$ cat config.mk
export PLATFORM = sky130hd
export DESIGN_NAME = trap_unit
export DESIGN_NICKNAME = d
export VERILOG_FILES = /design/src/rtl/trap_unit.sv
export SDC_FILE = /design/constraint.sdc
export NUM_CORES = 1
export LEC_CHECK = 0
export ABC_AREA = 0
export CAP_MARGIN = 10
export CORE_AREA = 4 4 166 168
export CTS_BUF_LIST = sky130_fd_sc_hd__clkbuf_16
export CTS_CLUSTER_SIZE = 40
export DETAILED_ROUTE_END_ITERATION = 16
export DIE_AREA = 0 0 170 172
export GPL_TIMING_DRIVEN = 0
export REMOVE_ABC_BUFFERS = 1
export SYNTH_ARGS = -nofsm -noshare
export SYNTH_HDL_FRONTEND = slang
export SYNTH_SLANG_ARGS = --single-unit
$ cat constraint.sdc
create_clock -name clk -period 3.4 [get_ports clk]
set_input_delay 0.34 -clock clk [delete_from_list [all_inputs] [get_ports clk]]
set_output_delay 0.34 -clock clk [all_outputs]
set_load 0.05 [all_outputs]
$ cat src/rtl/trap_unit.sv
// trap_unit -- trap arbiter between the pipeline stages and the Control Unit.
//
// Collects per-stage exceptions, MRET and prioritised interrupt lines. In IDLE
// it picks the oldest event, registers epc/cause/tval/destination and raises
// trap_req until the Control Unit acknowledges. After the ack it spends one
// FLUSH cycle ignoring events while the pipeline refills.
//
// State table
//   state | meaning
//   IDLE  | watching for events; capture and squash happen here
//   PEND  | trap_req high, captured values frozen, waiting for trap_ack
//   FLUSH | one cycle after ack; events dropped, outputs hold
//
// Ports
//   clk, rst_n    core clock, asynchronous active-low reset
//   stage_pc      PC of stage i at [i*XLEN +: XLEN] (0 = youngest)
//   stage_valid   stage i holds a real instruction
//   exc_flag      stage i raises an exception
//   exc_cause     5-bit exception code of stage i
//   exc_tval      trap value of stage i
//   mret          MRET valid in stage MRET_STAGE
//   irq_pending   masked pending interrupts, higher index wins
//   mepc, mtvec   CSR values (mtvec[1:0]==01 selects vectored mode)
//   trap_ack      Control Unit has inserted the trap
//   trap_req      trap pending toward the Control Unit
//   trap_is_mret  pending trap is an MRET
//   trap_addr     redirect target
//   trap_epc      faulting/interrupted PC
//   trap_cause    mcause value (MSB = interrupt)
//   trap_val      mtval value
//   squash        kill stage i (capture cycle only)
//   busy          state != IDLE
module trap_unit #(
  parameter int XLEN       = 32,
  parameter int NUM_STAGES = 3,
  parameter int NUM_IRQ    = 16,
  parameter int MRET_STAGE = 1
) (
  input  logic                       clk,
  input  logic                       rst_n,
  input  logic [NUM_STAGES*XLEN-1:0] stage_pc,
  input  logic [NUM_STAGES-1:0]      stage_valid,
  input  logic [NUM_STAGES-1:0]      exc_flag,
  input  logic [NUM_STAGES*5-1:0]    exc_cause,
  input  logic [NUM_STAGES*XLEN-1:0] exc_tval,
  input  logic                       mret,
  input  logic [NUM_IRQ-1:0]         irq_pending,
  input  logic [XLEN-1:0]            mepc,
  input  logic [XLEN-1:0]            mtvec,
  input  logic                       trap_ack,
  output logic                       trap_req,
  output logic                       trap_is_mret,
  output logic [XLEN-1:0]            trap_addr,
  output logic [XLEN-1:0]            trap_epc,
  output logic [XLEN-1:0]            trap_cause,
  output logic [XLEN-1:0]            trap_val,
  output logic [NUM_STAGES-1:0]      squash,
  output logic                       busy
);

  localparam int IRQ_W = (NUM_IRQ > 1) ? $clog2(NUM_IRQ) : 1;

  typedef enum logic [1:0] {IDLE, PEND, FLUSH} state_t;

  state_t state, state_nxt;

  logic                  sel_exc, sel_mret;
  logic [XLEN-1:0]       sel_pc, sel_cause, sel_tval;
  logic [NUM_STAGES-1:0] sel_squash;
  logic                  irq_any, take_irq, ev;
  logic [IRQ_W-1:0]      irq_idx;
  logic [XLEN-1:0]       irq_cause, base, nxt_addr;

  // Scan stages youngest to oldest so the oldest qualifying stage overrides.
  // Within one stage the exception branch is tried first, so it beats MRET.
  always_comb begin
    sel_exc    = 1'b0;
    sel_mret   = 1'b0;
    sel_pc     = '0;
    sel_cause  = '0;
    sel_tval   = '0;
    sel_squash = '0;
    for (int k = 0; k < NUM_STAGES; k++) begin
      if (stage_valid[k] && exc_flag[k]) begin
        sel_exc   = 1'b1;
        sel_mret  = 1'b0;
        sel_pc    = stage_pc[k*XLEN +: XLEN];
        sel_cause = XLEN'(exc_cause[k*5 +: 5]);
        sel_tval  = exc_tval[k*XLEN +: XLEN];
        for (int i = 0; i < NUM_STAGES; i++) sel_squash[i] = (i <= k);
      end else if ((k == MRET_STAGE) && mret) begin
        sel_exc   = 1'b0;
        sel_mret  = 1'b1;
        sel_pc    = stage_pc[k*XLEN +: XLEN];
        sel_cause = '0;
        sel_tval  = '0;
        for (int i = 0; i < NUM_STAGES; i++) sel_squash[i] = (i <= k);
      end
    end
  end

  always_comb begin
    irq_any = 1'b0;
    irq_idx = '0;
    for (int i = 0; i < NUM_IRQ; i++) begin
      if (irq_pending[i]) begin
        irq_any = 1'b1;
        irq_idx = IRQ_W'(i);
      end
    end
    irq_cause              = '0;
    irq_cause[XLEN-1]      = 1'b1;
    irq_cause[IRQ_W-1:0]   = irq_idx;
  end

  // Interrupts are only taken at a real instruction boundary in Fetch.
  assign take_irq = !(sel_exc || sel_mret) && stage_valid[0] && irq_any;
  // rst_n gates ev so squash stays low while reset is asserted.
  assign ev       = rst_n && (state == IDLE) && (sel_exc || sel_mret || take_irq);

  assign base = {mtvec[XLEN-1:2], 2'b00};

  always_comb begin
    nxt_addr = base;
    if (sel_mret)                          nxt_addr = mepc;
    else if (take_irq && mtvec[1:0] == 2'b01) nxt_addr = base + (XLEN'(irq_idx) << 2);
  end

  always_comb begin
    squash = '0;
    if (ev) squash = take_irq ? NUM_STAGES'(1) : sel_squash;
  end

  always_comb begin
    state_nxt = state;
    case (state)
      IDLE:    if (ev) state_nxt = PEND;
      PEND:    if (trap_ack) state_nxt = FLUSH;
      FLUSH:   state_nxt = IDLE;
      default: state_nxt = IDLE;
    endcase
  end

  always_ff @(posedge clk or negedge rst_n) begin
    if (!rst_n) state <= IDLE;
    else        state <= state_nxt;
  end

  always_ff @(posedge clk or negedge rst_n) begin
    if (!rst_n) begin
      trap_is_mret <= 1'b0;
      trap_addr    <= '0;
      trap_epc     <= '0;
      trap_cause   <= '0;
      trap_val     <= '0;
    end else if (ev) begin
      trap_is_mret <= sel_mret;
      trap_addr    <= nxt_addr;
      trap_epc     <= take_irq ? stage_pc[XLEN-1:0] : sel_pc;
      trap_cause   <= take_irq ? irq_cause : sel_cause;
      trap_val     <= take_irq ? '0 : sel_tval;
    end
  end

  assign trap_req = (state == PEND);
  assign busy     = (state != IDLE);

endmodule

**Word-level counts from Yosys, hierarchy flattened**

Index checks and enable logic that the tools add are counted.

- Register bits: 131
- Word-level logic and storage cells: 89
- Input port bits: 297
- Output and inout port bits: 134

- Mux-type cells: 64
- Equal/unequal tests: 4
- Reductions and logical operators: 14
- Add/subtract/negate cells: 1

Operators by type and width:

| kind | number |
|---|---|
| two-way mux 32 bit | 14 |
| two-way mux 4 bit | 14 |
| adder 32 x 6 -> 32 bit | 1 |
| two-way mux 1 bit | 25 |
| two-way mux 3 bit | 5 |
| two-way mux 5 bit | 3 |
| logical AND 1 bit | 8 |
| == test 2 x 1 -> 1 bit, second input constant | 2 |
| two-way mux 2 bit | 2 |
| inequality test 2 bit, second input constant | 2 |
| one-hot mux 2 bit (2 select lines) | 1 |
| logical NOT 2 bit | 1 |
| logical OR 1 bit | 2 |
| AND reduction 2 bit | 1 |
| nonzero test 2 bit | 1 |
| logical NOT 1 bit | 1 |

**Longest topological paths before layout**

- Word-level depth: 21
- Gate-level depth with buffers: 15
- Depth with buffers taken out: 14

**Least setup slack after synthesis**

OpenSTA, ideal clock, no wires.

- Path type: in2reg
- From: input irq_pending[6]
- To: register trap_addr[14]
- Path slack: 298 ps
- Buffers on the path: 1
- Arrival: 3,026 ps
- Setup time: 76 ps
- Stages on the path: 15
- Required time: 3,324 ps
- Cell sequence: nor3b_1 > nor3_1 > a211o_1 > a21oi_1 > or2_2 > ha_1 > inv_1 > fa_1 > nand2b_1 > a21oi_1 > nand4_1 > buf_2 > or3_1 > a31o_2 > o21ai_1

- Longest elaborated chain between the ends: 14
- Elaborated cells on any way between the ends: 27
- Classes of those cells: add/sub (1); mux (22); reduce/logical (4)

Ends and longest elaborated chain:

| what | line | text |
|---|---|---|
| from (decl) | 47 | `input logic [NUM_IRQ-1:0] irq_pending,` |
| branches (longest 14 deep; another with adder 32 x 6 -> 32 bit) | n/a |  |
| to (signal assigned) | 158 | `trap_addr <= nxt_addr;` |
| to (decl) | 53 | `output logic [XLEN-1:0] trap_addr,` |

Parallel ways; which one is timed is not known.
A chain may end at the register's enable or synchronous reset.

**Final worst setup path**

- From: input irq_pending[1]
- To: register trap_addr[12]

- Longest elaborated chain between the ends: 19
- Elaborated cells on any way between the ends: 37
- Classes of those cells: add/sub (1); mux (32); reduce/logical (4)

Ends and longest elaborated chain:

| what |
|---|
| branches (longest 19 deep; another with two-way mux 4 bit) |

Parallel ways; which one is timed is not known.

==> impl_metrics.env <==
export IMPL_outcome="complete, no violations"
export IMPL_pwr_share_seq_pct=27.0
export IMPL_hold_path_end="trap_addr[4]$_DFFE_PN0P_"
export IMPL_finalWirelength_microns=29770
export IMPL_drt_iter0_drc=520
export IMPL_cts_buffer_depth=2
export IMPL_comb_power_share_pct=58.6
export IMPL_vias=7064
export IMPL_p_clk_share_pct=14.4
export IMPL_wire_per_inst_microns=20.99
export IMPL_syn_area_sq_um=6130
export IMPL_fp_dieH_microns=172
export IMPL_cts_sinks=105
export IMPL_hold_viol=0
export IMPL_dr_wl_met3_microns=3069
export IMPL_grt_pass1_vias=7020
export IMPL_cts_tree="done"
export IMPL_critPathMaxFanout=6
export IMPL_io_pins=431
export IMPL_initial_utilization_pct=23.66
export IMPL_syn_avg_cell_area_sq_um=8.794
export IMPL_crit_family="compound AO/OA/AOI/OAI gates"
export IMPL_timing_fmax_mhz=303.6
export IMPL_worstPathRequired_ns=3.69
export IMPL_async_flop_share_pct=100.0
export IMPL_drc_errors=0
export IMPL_crit_buf_inv=3
export IMPL_slowest_delay_ns=0.49
export IMPL_clk_pin_slew_worst_paths_ns=0.08
export IMPL_antenna_cells=0
export IMPL_p_switching_w=0.003622
export IMPL_via_per_inst=4.982
export IMPL_worst_slack_ns=0.1060
export IMPL_leakage_nw=4.298
export IMPL_rows=59
export IMPL_r2r_end="trap_addr[29]$_DFFE_PN0P_"
export IMPL_slew_headroom_pct=17.11
export IMPL_r2r_start="state[1]$_DFFE_PN0P_"
export IMPL_cp_common_cell="o21ai_1"
export IMPL_p_total_w=0.007346
export IMPL_yosysSeqAreaShare_pct=42.87
export IMPL_die_w_microns=170
export IMPL_final_setup_tns_ns=0
export IMPL_synth_cell_types=59
export IMPL_crit_path_start_kind="primary input"
export IMPL_skew_ns=0.006766
export IMPL_synth_seq_cells=105
export IMPL_top_layer="met5"
export IMPL_cap_violations=0
export IMPL_ir_drop_uv=351.8
export IMPL_wl_met1_microns=11350
export IMPL_yosysTopAreaCell="dfrtp_1"
export IMPL_pre_cts_slack_ns=-1.373
export IMPL_ant_nets=0
export IMPL_end_kind="register"
export IMPL_nNetsFinal=1380
export IMPL_rsz0062_at_grt="true"
export IMPL_die_area_sq_um=29240
export IMPL_synthCells=697
export IMPL_power_density_nw_per_um2=674.0
export IMPL_antenna_found_initial=1
export IMPL_hpwl_microns=23180
export IMPL_numCtsBuffers=9
export IMPL_drt_first_pass_iters=8
export IMPL_cts_root_buf="clkbuf_16"
export IMPL_synth_edf_count=0
export IMPL_holdWs_ns=0.4760
export IMPL_wl_met2_microns=14760
export IMPL_h_tree_depth=3
export IMPL_critPathSlowestCell="clkdlybuf4s50_1"
export IMPL_port_buffer_count=404
export IMPL_synthToLayoutAreaGrowth_pct=77.79
export IMPL_yosys_top_cells_area="dfrtp_1 (43%), a222oi_1 (10%), nor2_1 (5.4%), o21ai_0 (5.2%), nand2_1 (4.6%)"
export IMPL_drv_slew=0
export IMPL_setup_viol=0
export IMPL_yosysWarnings=0
export IMPL_fin_crit_ns=3.294
export IMPL_clock_latency_ns=0.35
export IMPL_grt_pass1_wl_microns=41980
export IMPL_path_class="in2reg"
export IMPL_p_sw_share_pct=49.31
export IMPL_crit_chain="clkdlybuf4s50_1 -> nor2b_1 -> o21ai_1 -> a211o_1 -> a21oi_2 -> or2_4 -> ha_2 -> inv_1 -> fa_2 -> nand2b_4 -> a21oi_4 -> nand4_1 -> buf_6 -> or3_1 -> a31o_2 -> o21ai_1"
export IMPL_ys_flop_type="dfrtp_1"
export IMPL_overflow=0
export IMPL_hold_depth=2
export IMPL_stdcell_count=1418
export IMPL_coreArea_sq_um=25910
export IMPL_r2r_cells=6
export IMPL_hold_start="trap_addr[4]$_DFFE_PN0P_"
export IMPL_placed_cells=1391
export IMPL_grt_max_degree=88
export IMPL_place_gp_congestion=0.8465
export IMPL_r2r_slack_ns=0.85
export IMPL_yosysTopAreaCellShare_pct=42.87
export IMPL_tightest_slew_ns=1.243
export IMPL_fin_crit_sh_pct=96.88
export IMPL_crit_arrival_ns=3.58
export IMPL_p_int_w=0.003724
export IMPL_grt_total_usage_pct=18.70
export IMPL_critPathLaunch="irq_pending[1]"
export IMPL_hold_class="reg2reg"
export IMPL_final_layout_size_suffix_gt1_share_pct=5.540
[registers in the layout, indices dropped and copies added, names as in the netlist]
name          cells
state             2
trap_addr        32
trap_cause        6
trap_epc         32
trap_is_mret      1
trap_val         32
[how the worst max path moves through the flow]
stage	slack [ns]	cells after the start	endpoint
finish	0.11	16	trap_addr[12]$_DFFE_PN0P_
global route	-0.04	16	trap_addr[12]$_DFFE_PN0P_
CTS	0.03	6	squash[0]
detailed placement	-1.37	6	squash[0]
global placement	-5.28	5	squash[0]
floorplan	-0.85	6	trap_addr[29]$_DFFE_PN0P_
[layout by cell type (no fill, tap or decap), drive strengths merged, types with 3 or more instances in the layout]
cell           synthesis  routed
clkdlybuf4s50          0     398
dfrtp                105     105
nor2                  88      88
nand2                 75      75
o21ai                 67      68
a222oi                62      62
a21oi                 48      48
conb                   1      26
buf                   47      19
inv                   13      17
xnor2                 13      13
nand4                 12      12
nand3                 10      10
o22ai                  9       9
clkbuf                31       9
nor3                   9       9
nor4                   9       9
mux2i                  7       7
and3                   6       6
a211oi                 6       6
xor2                   6       6
a221o                  6       6
o31ai                  6       6
and2                   6       6
a31oi                  4       4
or3                    4       4
or4                    4       4
or2                    4       4
a31o                   4       4
ha                     4       4
nor2b                  3       3
a21o                   3       3
dlymetal6s2s           0       3
nand2b                 3       3
clkinv                 0       3
[worst reg2reg max path: stages, from the launching register on]
cell      delay [ns]
dfrtp_1         0.38
nor2_1          0.31
and2_1          0.31
o21ai_4         0.12
inv_6           0.41
nand2_1         0.62
o221ai_1        0.31
[final cells by class]
type,count,area [sq um]
Timing Repair Buffer,422,4313
Tap cell,335,419.2
Inverter,13,53.80
Sequential cell,105,2628
Clock inverter,7,61.31
Multi-Input combinational cell,527,3198
Clock buffer,9,225.2
Fill cell,2587,15010
[cell usage after synthesis (12+ instances only)]
cell	count
dfrtp_1	105
nor2_1	88
nand2_1	75
o21ai_0	64
a222oi_1	62
a21oi_1	48
clkbuf_1	31
buf_4	27
buf_2	19
xnor2_1	13
inv_1	12
nand4_1	12
[power by group through the flow]
stage               combinational (W)  sequential (W)  clock (W)
global route                  0.00452         0.00205    0.00114
CTS                           0.00435         0.00199    0.00111
finish                        0.00431         0.00198    0.00106
global placement              0.00426         0.00199          0
detailed placement            0.00431         0.00200          0
floorplan                    0.000782         0.00370          0
[cell families after synthesis]
group / count (synthesis) / share of synthesized area, %
other: 1 / 0.06118
AO/OA/AOI/OAI: 232 / 26.82
XOR/XNOR: 19 / 2.715
multiplexers: 7 / 1.143
buffers and inverters: 91 / 7.736
AND/OR/NAND/NOR: 237 / 17.51
adder cells (fa/ha/maj): 5 / 1.143
flip-flops: 105 / 42.87
[through the flow]
step | instance area (sq um) | util [%]
finish | 10900 | 42.06
global route | 10900 | 42.06
CTS | 10850 | 41.86
detailed placement | 10440 | 40.29
global placement | 10260 | 39.60
floorplan | 5798 | -
[metal layers]
layer	global-route usage, %	vias up
met4	4.549	2
met1	22.08	3367
met3	6.744	33
met2	32.57	317
li1	-	3345
met5	0	-
[repair_timing]
item | 4_1_cts | 5_1_grt
cloned | 1 | 1
hold buffers | 2 | 0
hold endpoints to repair | 46 | 0
pin swaps | 4 | 4
buffers inserted | 5 | 2
gates resized for setup | 13 | 13
endpoints found under the setup margin | 59 | 12
No activity file was read; power rests on OpenSTA's default activity.
